**src/rtl/register_file_param.sv**
```systemverilog
// Parameterised register file with a per-register pending (scoreboard) bit.
// Register 0 is hard-wired to zero; optional same-cycle write-to-read forwarding.
module register_file_param #(
    parameter int WIDTH  = 8,
    parameter int DEPTH  = 8,
    parameter int AW     = $clog2(DEPTH),
    parameter int BYPASS = 1
) (
    input  logic             clock,
    input  logic             reset,
    input  logic             regWrite,
    input  logic [AW-1:0]    writeRegister,
    input  logic [WIDTH-1:0] writeData,
    input  logic             reserve,
    input  logic [AW-1:0]    reserveRegister,
    input  logic [AW-1:0]    readRegister1,
    input  logic [AW-1:0]    readRegister2,
    output logic [WIDTH-1:0] readData1,
    output logic [WIDTH-1:0] readData2,
    output logic             busy1,
    output logic             busy2,
    output logic             anyBusy
);

    logic [WIDTH-1:0] regs [DEPTH];
    logic [DEPTH-1:0] pending;

    logic             wr_en;
    logic             rsv_en;

    logic [AW-1:0]    raddr [2];
    logic [WIDTH-1:0] rdata [2];
    logic             rbusy [2];

    assign wr_en  = regWrite && (writeRegister != '0);
    assign rsv_en = reserve && (reserveRegister != '0);

    // Reserve is applied after the write so a same-register collision leaves the bit set.
    always_ff @(posedge clock) begin
        if (reset) begin
            regs    <= '{default: '0};
            pending <= '0;
        end else begin
            if (wr_en) begin
                regs[writeRegister]    <= writeData;
                pending[writeRegister] <= 1'b0;
            end
            if (rsv_en) begin
                pending[reserveRegister] <= 1'b1;
            end
        end
    end

    assign raddr[0] = readRegister1;
    assign raddr[1] = readRegister2;

    always_comb begin
        for (int unsigned p = 0; p < 2; p++) begin
            rdata[p] = regs[raddr[p]];
            rbusy[p] = pending[raddr[p]];
            if ((BYPASS != 0) && wr_en && (writeRegister == raddr[p])) begin
                rdata[p] = writeData;
                rbusy[p] = rsv_en && (reserveRegister == raddr[p]);
            end
            if (raddr[p] == '0) begin
                rdata[p] = '0;
                rbusy[p] = 1'b0;
            end
        end
    end

    assign readData1 = rdata[0];
    assign readData2 = rdata[1];
    assign busy1     = rbusy[0];
    assign busy2     = rbusy[1];
    assign anyBusy   = |pending;

endmodule

```
**config.mk**
```make
export PLATFORM = sky130hd
export DESIGN_NAME = register_file_param
export DESIGN_NICKNAME = d
export VERILOG_FILES = /design/src/rtl/register_file_param.sv
export SDC_FILE = /design/constraint.sdc
export NUM_CORES = 1
export LEC_CHECK = 0
export ABC_CLOCK_PERIOD_IN_PS = 3200
export BUFFER_PORTS_ARGS = -buffer_cell sky130_fd_sc_hd__buf_2
export CORE_MARGIN = 2
export CORE_UTILIZATION = 63
export CTS_CLUSTER_DIAMETER = 200
export DETAILED_ROUTE_END_ITERATION = 12
export PLACE_DENSITY_LB_ADDON = 0.1
export RECOVER_POWER = 50
export SLEW_MARGIN = 10
export SYNTH_ARGS = -nofsm -noshare
export SYNTH_HDL_FRONTEND = slang
export SYNTH_SLANG_ARGS = --single-unit
```
**constraint.sdc**
```tcl
create_clock -name clock -period 3.2 [get_ports clock]
set_clock_uncertainty 0.2 [all_clocks]
set_input_delay 0.48 -clock clock [delete_from_list [all_inputs] [get_ports clock]]
set_output_delay 0.48 -clock clock [all_outputs]
set_load 0.03 [all_outputs]
```
==> results of run 1 <==
## cells in the mapped netlist (3+ instances only)
master      n  area [µm²]
dfxtp_1    72        1441
clkbuf_1   17       63.81
mux4_2     36       810.8
a32oi_1     4       35.03
a211oi_1    9       67.56
nor2b_1    15       93.84
a21oi_1    66       330.3
nand2_1   120       450.4
buf_1       7       26.28
nand2b_1    3       18.77
nand3_1     5       25.02
o21ai_0     8       40.04
nor2_1     21       78.83
xnor2_1     8       70.07
buf_2      11       55.05
mux2i_1    17       170.2
## cell type report
| class | count | share of cell area |
|---|---|---|
| well taps | 77 | 0.02158 |
| repair buffers | 53 | 0.06783 |
| clock buffers | 10 | 0.03083 |
| clock inverters | 5 | 0.01822 |
| flip-flops and latches | 72 | 0.3229 |
| multi-input cells | 338 | 0.5387 |
## worst paths after layout
| check | from | endpoint | cells after the start | slack, ns |
|---|---|---|---|---|
| max | readRegister2[2] | readData2[3] | 7 | 0.34 |
| min | writeData[0] | regs[48]$_SDFFE_PP0P_ | 3 | 0.24 |
| max reg2reg | pending[5]$_SDFF_PP0_ | pending[5]$_SDFF_PP0_ | 2 | 2.25 |
| min reg2reg | regs[32]$_SDFFE_PP0P_ | regs[32]$_SDFFE_PP0P_ | 2 | 0.27 |
## where the power goes
group          switching, mW  internal [mW]
logic                  0.179          0.102
clock network          0.356          0.456
registers             0.0142          0.913
total                  0.550           1.47
## cells by family after synthesis
kind of cell              count (synthesis)  synth area share
and+or+nand+nor                         178            0.1884
AOI/OAI and AO/OA                        97            0.1419
DFF                                      72            0.3569
muxes                                    54            0.2457
buffers and inverters                    41           0.04771
xor gates and xnor gates                  9           0.01952
## metal layers
layer | track usage | share of wire
met2 | 0.5462 | 0.51
met1 | 0.4236 | 0.39
met3 | 0.05737 | 0.076
met4 | 0.1862 | 0.031
met5 | 0 | 0
## sequential cells by signal, indices dropped and copies added (netlist names)
signal / flops
regs: 64
pending: 8
## per-stage QoR
| stage | util | total power [mW] |
|---|---|---|
| after floorplan | - | 1.152 |
| after detailed placement | 0.6767 | 1.226 |
| after global routing | 0.7112 | 2.085 |
| after CTS | 0.7116 | 2.021 |
| final | 0.7112 | 2.021 |
| after global placement | 0.6767 | 1.220 |
## worst register-to-register path, stage by stage (launching register included)
cell and delay (ns):
dfxtp_1 0.34, a32oi_1 0.16, nor2_1 0.07
==> impl_metrics.ini, run 1 <==
[power]
vdd_drop_max_mv = 0.3821
leakagePower_nw = 1.610
power_density_nw_per_um2 = 452.8

[drt]
drt_first_pass_iters = 5
ant_nets = 0
wl_um = 11370
route.detailed.drc = 0
vias_per_cell = 6.512
drtIter0Drc = 337
vias = 3614
wl_per_cell_um = 20.49

[die]
fp.dieH_um = 84.07
start_util = 0.6434
rows = 29
dieArea_um2 = 7068
num_io_pins = 43
chipWidth_um = 84.07
coreArea_um2 = 6277

[cells_and_area]
layout_common_cells = nand2_1, dfxtp_1, a21oi_1
drive_gt1_frac = 0.2280
area_growth_syn_to_layout_pct = 10.53
regArea_um2 = 1441
final_common_cell = nand2_1
nFillCells = 503
multiInputGateArea_um2 = 2405
num_antenna_cells = 0
layout.nets = 498
final_area_um2 = 4464
final_cells = 555

[placed_design]
globalplace.congestion = 0.8221
io_buffers = 42
placedCellCount = 540
placed_cell_area_um2 = 4248
dpl.hpwl_um = 7222
dp_worst_setup_slack_ns = 0.3855

[global_routing]
grt_usage = 0.3354
grt_max_degree = 73
grt_pass1_wl_um = 18060
grt-ovfl-total = 0
antenna_found_initial = 0
grt_pass1_vias = 3535

[clock_tree]
cts-root-buf = clkbuf_8
clk_pin_slew_ns = 0.08
cts_buffer_depth = 2
h-tree-depth = 3
clock_latency_ns = 0.35
post_cts_resized = 0
clock-sinks = 72
tritoncts = yes
cts_inserted_buffers = 9
post-cts-setup-buffer-count = 0
ctsHoldBuffers = 0

[worst_setup_path]
cp_top_family = compound AO/OA/AOI/OAI gates
crit_top_cell = buf_2
path_class = input pin to output port
cp.arrival_ns = 2.18
end_kind = output port
crit_required_ns = 2.52
slowest_delay_ns = 0.58
cp-start-kind = input pin
crit_fanout = 18
critical-path-slowest-cell = o211ai_4
crit_buf_inv = 2
worstPathCellList = buf_2 -> xnor2_1 -> and3_1 -> o211ai_4 -> nor2_1 -> a211oi_1 -> buf_2

[flow_run]
drv_cap = 1

[synth]
ys_seq_area_frac = 0.3569
async_flop_share = 0
synth_area_um2 = 4039
synth_edf_count = 0
ys_ff_latch = 72
postSynthCellCount = 451
syn_area_per_cell_um2 = 8.955
yosys_warnings = 0
syn_nets = 475
synth.distinct_cells = 39
synth_top_flop_cell = dfxtp_1

[timing]
rsz0062_at_grt = false
setup_viol = 0
tightest_slew_ns = 1.513
max_slew_margin = -0.008571
fin_crit_sh = 0.8927
setup_slack_ns = 0.3434
drv_slew = 73
max_freq_ghz = 0.3501
setup_tns_ns = 0
whs_ns = 0.2376
hold_viol_final = 0
final.min_clock_period_ns = 2.857

[outcome]
outcome = finished with violations
violations = max-capacitance violations, max-slew violations

[hold_path]
hold_class = input pin to register
(Power assumes the default switching activity.)
==> inputs of run 2 (changes only) <==
--- a/config.mk
+++ b/config.mk
@@ -5,10 +5,12 @@
 export SDC_FILE = /design/constraint.sdc
 export NUM_CORES = 1
 export LEC_CHECK = 0
+export ABC_AREA = 1
 export ABC_CLOCK_PERIOD_IN_PS = 3200
-export BUFFER_PORTS_ARGS = -buffer_cell sky130_fd_sc_hd__buf_2
+export BUFFER_PORTS_ARGS = -buffer_cell sky130_fd_sc_hd__clkbuf_2
 export CORE_MARGIN = 2
-export CORE_UTILIZATION = 63
+export CORE_UTILIZATION = 65
+export CTS_BUF_LIST = sky130_fd_sc_hd__clkbuf_4 sky130_fd_sc_hd__clkbuf_8
 export CTS_CLUSTER_DIAMETER = 200
 export DETAILED_ROUTE_END_ITERATION = 12
 export PLACE_DENSITY_LB_ADDON = 0.1
==> run 2 against run 1 <==
Against the previous run: the run ends with design-rule violations, max-capacitance violations, max-slew violations left; sequential power up 2.2%; worst setup slack improved by 0.15 ns; worst hold slack gained 0.016 ns; sequential cell count is the same; fmax is 5.7% higher; largest cell class unchanged; synthesized area up 7.7%; non-clock buffer count up 3; sequential share of layout area fell by 1.7 points; first-iteration DRC count increased by 64%; combinational power is 51% higher.
==> impl_metrics.ini, run 2 <==
[outcome]
outcome = finished with violations
violations = design-rule violations, max-capacitance violations, max-slew violations

[power]
p_sw_mw = 0.6789
internal_power_mw = 1.428
power.total_mw = 2.107
p_clk_frac = 0.348
power_density_nw_per_um2 = 447.5
leakagePower_nw = 2.040
p_comb_frac = 0.202
p_seq_frac = 0.450
p_sw_frac = 0.3222
vdd_drop_max_mv = 0.3505

[timing]
setup_viol = 0
whs_ns = 0.2540
final.min_clock_period_ns = 2.702
max_slew_margin = -0.2082
max_freq_ghz = 0.3701
fin_crit_sh = 0.8444
setup_tns_ns = 0
rsz0062_at_grt = false
drv_slew = 40
hold_viol_final = 0
tightest_slew_ns = 1.812

[cells_and_area]
num_antenna_cells = 0
area_growth_syn_to_layout_pct = 8.194
layout.nets = 754
regArea_um2 = 1441
final_cells = 811
drive_gt1_frac = 0.1076
layout_common_cells = nand2_1, nand3_1, nor2_1
reg.largest.list = regs (64), pending (8)
top_register = regs
multiInputGateArea_um2 = 2527
largest_reg_flops = 64
final_area_um2 = 4708
final_common_cell = nand2_1
nFillCells = 598

[global_routing]
grt_pass1_vias = 4346
antenna_found_initial = 0
grt-ovfl-total = 0
grt_pass1_wl_um = 21920
grt_usage = 0.3838
grt_max_degree = 40

[worst_setup_path]
slowest_delay_ns = 0.49
crit_fanout = 14
crit_required_ns = 2.52
worstPathCellList = clkbuf_2 -> inv_1 -> nand2_1 -> nand2_1 -> nand3_1 -> nor2_2 -> nor2_1 -> nor2_1 -> clkbuf_2
worstReg2RegStart = regs[27]$_SDFFE_PP0P_
cp-start-kind = input pin
rrSetupSlack_ns = 2.24
path_class = input pin to output port
cp.arrival_ns = 2.02
reg2reg_depth = 2
end_kind = output port
critical-path-slowest-cell = nor2_2
r2r-end = regs[27]$_SDFFE_PP0P_

[clock_tree]
clk_pin_slew_ns = 0.08
cts_inserted_buffers = 9
ctsHoldBuffers = 0
post_cts_resized = 0
cts-root-buf = clkbuf_8
cts_buffer_depth = 2
post-cts-setup-buffer-count = 0
h-tree-depth = 3
tritoncts = yes
clock_latency_ns = 0.35
clock-sinks = 72

[placed_design]
globalplace.congestion = 0.9740
placedCellCount = 796
dpl.hpwl_um = 8977
placed_cell_area_um2 = 4527
io_buffers = 42

[drt]
wl_per_cell_um = 16.82
wl_um = 13640
route.detailed.drc = 3
vias_per_cell = 6.144
drtIter0Drc = 551
vias = 4983
drt_first_pass_iters = 10
ant_nets = 0

[synth]
synth_edf_count = 0
ys_seq_area_frac = 0.3312
synth_top_flop_cell = dfxtp_1
synth_area_um2 = 4352
yosysMostFrequentCell = nand2_1
synth_area_leaders = dfxtp_1, nand2_1, nand3_1, a211oi_1, nor2_1
async_flop_share = 0
yosysTopAreaCell = dfxtp_1
syn_area_per_cell_um2 = 6.138
synth_top_area_share = 0.3312
syn_nets = 733
yosys_warnings = 0
postSynthCellCount = 709
synth.distinct_cells = 22
ys_ff_latch = 72
synth_commonest_cells = nand2_1, nand3_1, nor2_1

[die]
rows = 29
num_io_pins = 43
fp.dieH_um = 85.82
start_util = 0.6776
chipWidth_um = 85.82
coreArea_um2 = 6422
dieArea_um2 = 7365

[hold_path]
hold_start = regs[56]$_SDFFE_PP0P_
min_path_cells = 2
hold_class = register to register
min_to = regs[56]$_SDFFE_PP0P_

[flow_run]
drv_cap = 1
-- run 2: changes by cell type in the layout (fill, tap and decap cells not counted), moves of 17 or more --
cell,before,now
nor2_1,21,109
mux2i_1,17,0
buf_2,42,0
nand3_1,5,112
nand2_1,120,236
a211oi_1,9,56
inv_1,0,24
mux4_2,36,0
a21oi_1,66,14
clkbuf_2,1,41
-- run 2: logic make-up after synthesis --
logic type	after synthesis	synth area share
AND/OR/NAND/NOR	470	0.4485
flip-flops	72	0.3312
AO/OA/AOI/OAI	76	0.1202
XOR/XNOR	6	0.01208
buffers and inverters	85	0.08798
-- run 2: through the flow --
| step | util | setup WS, ns |
|---|---|---|
| 2_1_floorplan | - | 0.8348 |
| 3_3_place_gp | 0.7049 | 0.5623 |
| 3_5_place_dp | 0.7049 | 0.5498 |
| 4_1_cts | 0.7345 | 0.5412 |
| 5_1_grt | 0.7331 | 0.3243 |
| 6_report | 0.7331 | 0.4979 |
-- run 2: layout make-up --
type,instances,share of cell area
flip-flops and latches,72,0.3061
well taps,77,0.02046
clock inverters,3,0.009301
repair buffers,56,0.06511
inverters,39,0.03109
clock buffers,12,0.03109
multi-input cells,552,0.5368
-- run 2: how the worst max path moves through the flow --
stage / slack (ns) / start / to / cells past startpoint
final: 0.50 / writeRegister[1] / readData2[7] / 9
after global routing: 0.32 / writeRegister[1] / readData2[7] / 9
after CTS: 0.54 / writeRegister[1] / readData2[7] / 9
after detailed placement: 0.55 / writeRegister[1] / readData2[7] / 9
after global placement: 0.56 / writeRegister[1] / readData2[7] / 9
after floorplan: 0.83 / readRegister2[0] / readData2[1] / 9
-- run 2: per-layer routing --
layer | wire length (µm) | up-vias | GRT usage
met1 | 5480 | 2241 | 0.5317
met4 | 459 | 0 | 0.1645
met2 | 6018 | 330 | 0.5739
li1 | - | 2366 | -
met5 | 0 | - | 0
met3 | 1686 | 46 | 0.08951
-- run 2: critical path, delay by kind of cell --
family,cells,cell delay [ns]
buffers and inverters,3,0.50
AND/OR/NAND/NOR,6,1.03
-- run 2: power groups by stage --
stage               sequential, mW  combinational [mW]  clock (mW)
global placement             0.966               0.409           0
CTS                          0.946               0.418       0.731
finish                       0.947               0.426       0.734
detailed placement           0.967               0.416           0
floorplan                    0.959               0.302           0
global route                 0.950               0.464       0.771
==> inputs of run 3 (changes only) <==
--- a/config.mk
+++ b/config.mk
@@ -6,10 +6,10 @@
 export NUM_CORES = 1
 export LEC_CHECK = 0
 export ABC_AREA = 1
-export ABC_CLOCK_PERIOD_IN_PS = 3200
+export ABC_CLOCK_PERIOD_IN_PS = 2560
 export BUFFER_PORTS_ARGS = -buffer_cell sky130_fd_sc_hd__clkbuf_2
 export CORE_MARGIN = 2
-export CORE_UTILIZATION = 65
+export CORE_UTILIZATION = 62
 export CTS_BUF_LIST = sky130_fd_sc_hd__clkbuf_4 sky130_fd_sc_hd__clkbuf_8
 export CTS_CLUSTER_DIAMETER = 200
 export DETAILED_ROUTE_END_ITERATION = 12
==> constraint.sdc (replaced) <==
create_clock -name clock -period 2.56 [get_ports clock]
set_clock_uncertainty 0.2 [all_clocks]
set_input_delay 0.384 -clock clock [delete_from_list [all_inputs] [get_ports clock]]
set_output_delay 0.384 -clock clock [all_outputs]
set_load 0.03 [all_outputs]
==> run 3 against run 2 <==
Against the previous run: the flow finishes with violations (max-capacitance violations, max-slew violations); via count is 1.8% higher; clock power is 17% higher; cell count is 3.6% higher; cell area is 2.5% higher; register-to-register slack worse by 0.65 ns; sequential share of layout area is 0.75 points lower; largest cell class unchanged; highest routed layer unchanged; die area is 4.6% higher.
==> impl_metrics.ini, run 3 (synthesis gave the netlist of run 2 again) <==
[worst_setup_path]
cp.arrival_ns = 1.92
end_kind = output port
worstPathCellList = clkbuf_2 -> buf_4 -> nand2_1 -> nand3_1 -> nand2_1 -> a21oi_1 -> nor2_1 -> nor2_1 -> clkbuf_2
critical-path-slowest-cell = buf_4
cp_top_family = buffers and inverters
slowest_delay_ns = 0.42
crit_required_ns = 1.98
path_class = input pin to output port
cp-start-kind = input pin
crit_buf_inv = 3
crit_fanout = 32

[placed_design]
dp_worst_setup_slack_ns = 0.1590
globalplace.congestion = 0.9579
placedCellCount = 824
placed_cell_area_um2 = 4656
dpl.hpwl_um = 9298
io_buffers = 42

[clock_tree]
post_cts_resized = 0
post-cts-setup-buffer-count = 0
cts_inserted_buffers = 9
clock_latency_ns = 0.35
cts-root-buf = clkbuf_8
cts_buffer_depth = 2
clk_pin_slew_ns = 0.08
h-tree-depth = 3
tritoncts = yes
ctsHoldBuffers = 0
clock-sinks = 72

[drt]
drt_first_pass_iters = 6
drtIter0Drc = 692
wl_um = 14370
route.detailed.drc = 0
ant_nets = 0
vias = 5072
wl_per_cell_um = 17.11
vias_per_cell = 6.038

[cells_and_area]
num_antenna_cells = 0
drive_gt1_frac = 0.1237
fin_util = 0.7103
final_area_um2 = 4826
largest_reg_flops = 64
layout_common_cells = nand2_1, nand3_1, nor2_1
layout.nets = 763
final_common_cell = nand2_1
top_register = regs
area_growth_syn_to_layout_pct = 10.90
final_cells = 840
reg.largest.list = regs (64), pending (8)

[timing]
final.min_clock_period_ns = 2.508
max_freq_ghz = 0.3987
tightest_slew_ns = 1.544
setup_slack_ns = 0.05167
setup_viol = 0
max_slew_margin = -0.02913
rsz0062_at_grt = false
whs_ns = 0.1823
hold_viol_final = 0
fin_crit_sh = 0.9798
setup_tns_ns = 0
drv_slew = 73

[die]
num_io_pins = 43
rows = 30
start_util = 0.6405
dieArea_um2 = 7705
coreArea_um2 = 6794
fp.dieH_um = 87.78
chipWidth_um = 87.78

[global_routing]
grt_pass1_vias = 4460
antenna_found_initial = 0
grt_pass1_wl_um = 22600
grt_usage = 0.3820
grt_max_degree = 73
grt-ovfl-total = 0

[outcome]
outcome = finished with violations
violations = max-capacitance violations, max-slew violations

[power]
power.total_mw = 2.601
power_density_nw_per_um2 = 539.0
vdd_drop_max_mv = 0.3770
leakagePower_nw = 2.088

[flow_run]
drv_cap = 1

[hold_path]
hold_class = input pin to register
-- run 3: path summary, 6_finish.rpt --
path / from / end / slack (ns) / cells after the start
setup / recovery: readRegister1[0] / readData1[5] / 0.05 / 9
hold reg to reg: regs[57]$_SDFFE_PP0P_ / regs[57]$_SDFFE_PP0P_ / 0.26 / 2
hold / removal: reserve / pending[1]$_SDFF_PP0_ / 0.18 / 3
setup reg to reg: regs[9]$_SDFFE_PP0P_ / regs[9]$_SDFFE_PP0P_ / 1.59 / 2
-- run 3: area by class of cell --
type                    count  area, µm²
fillers                   638       1968
clock inverters             5      40.04
inverters                  39      146.4
repair buffers             65      405.4
well taps                  96      120.1
multi-input cells         552       2527
flip-flops and latches     72       1441
clock buffers              11      145.1
-- run 3: worst reg2reg max path, stage by stage, from the launching register on --
cell and delay [ns]:
dfxtp_1 0.36, nor2_1 0.07, a211oi_1 0.23
-- run 3: where the power goes --
group / total (mW) / switching, mW / internal (mW)
clock network: 0.858 / 0.462 / 0.396
logic: 0.561 / 0.394 / 0.167
registers: 1.18 / 0.0284 / 1.15
total: 2.60 / 0.884 / 1.72
-- run 3: metal layers --
metal | vias up | share of wire | GRT usage
met4 | 0 | 0.030 | 0.1510
li1 | 2390 | - | -
met1 | 2294 | 0.40 | 0.5436
met5 | - | 0 | 0
met2 | 336 | 0.45 | 0.5792
met3 | 52 | 0.12 | 0.06126
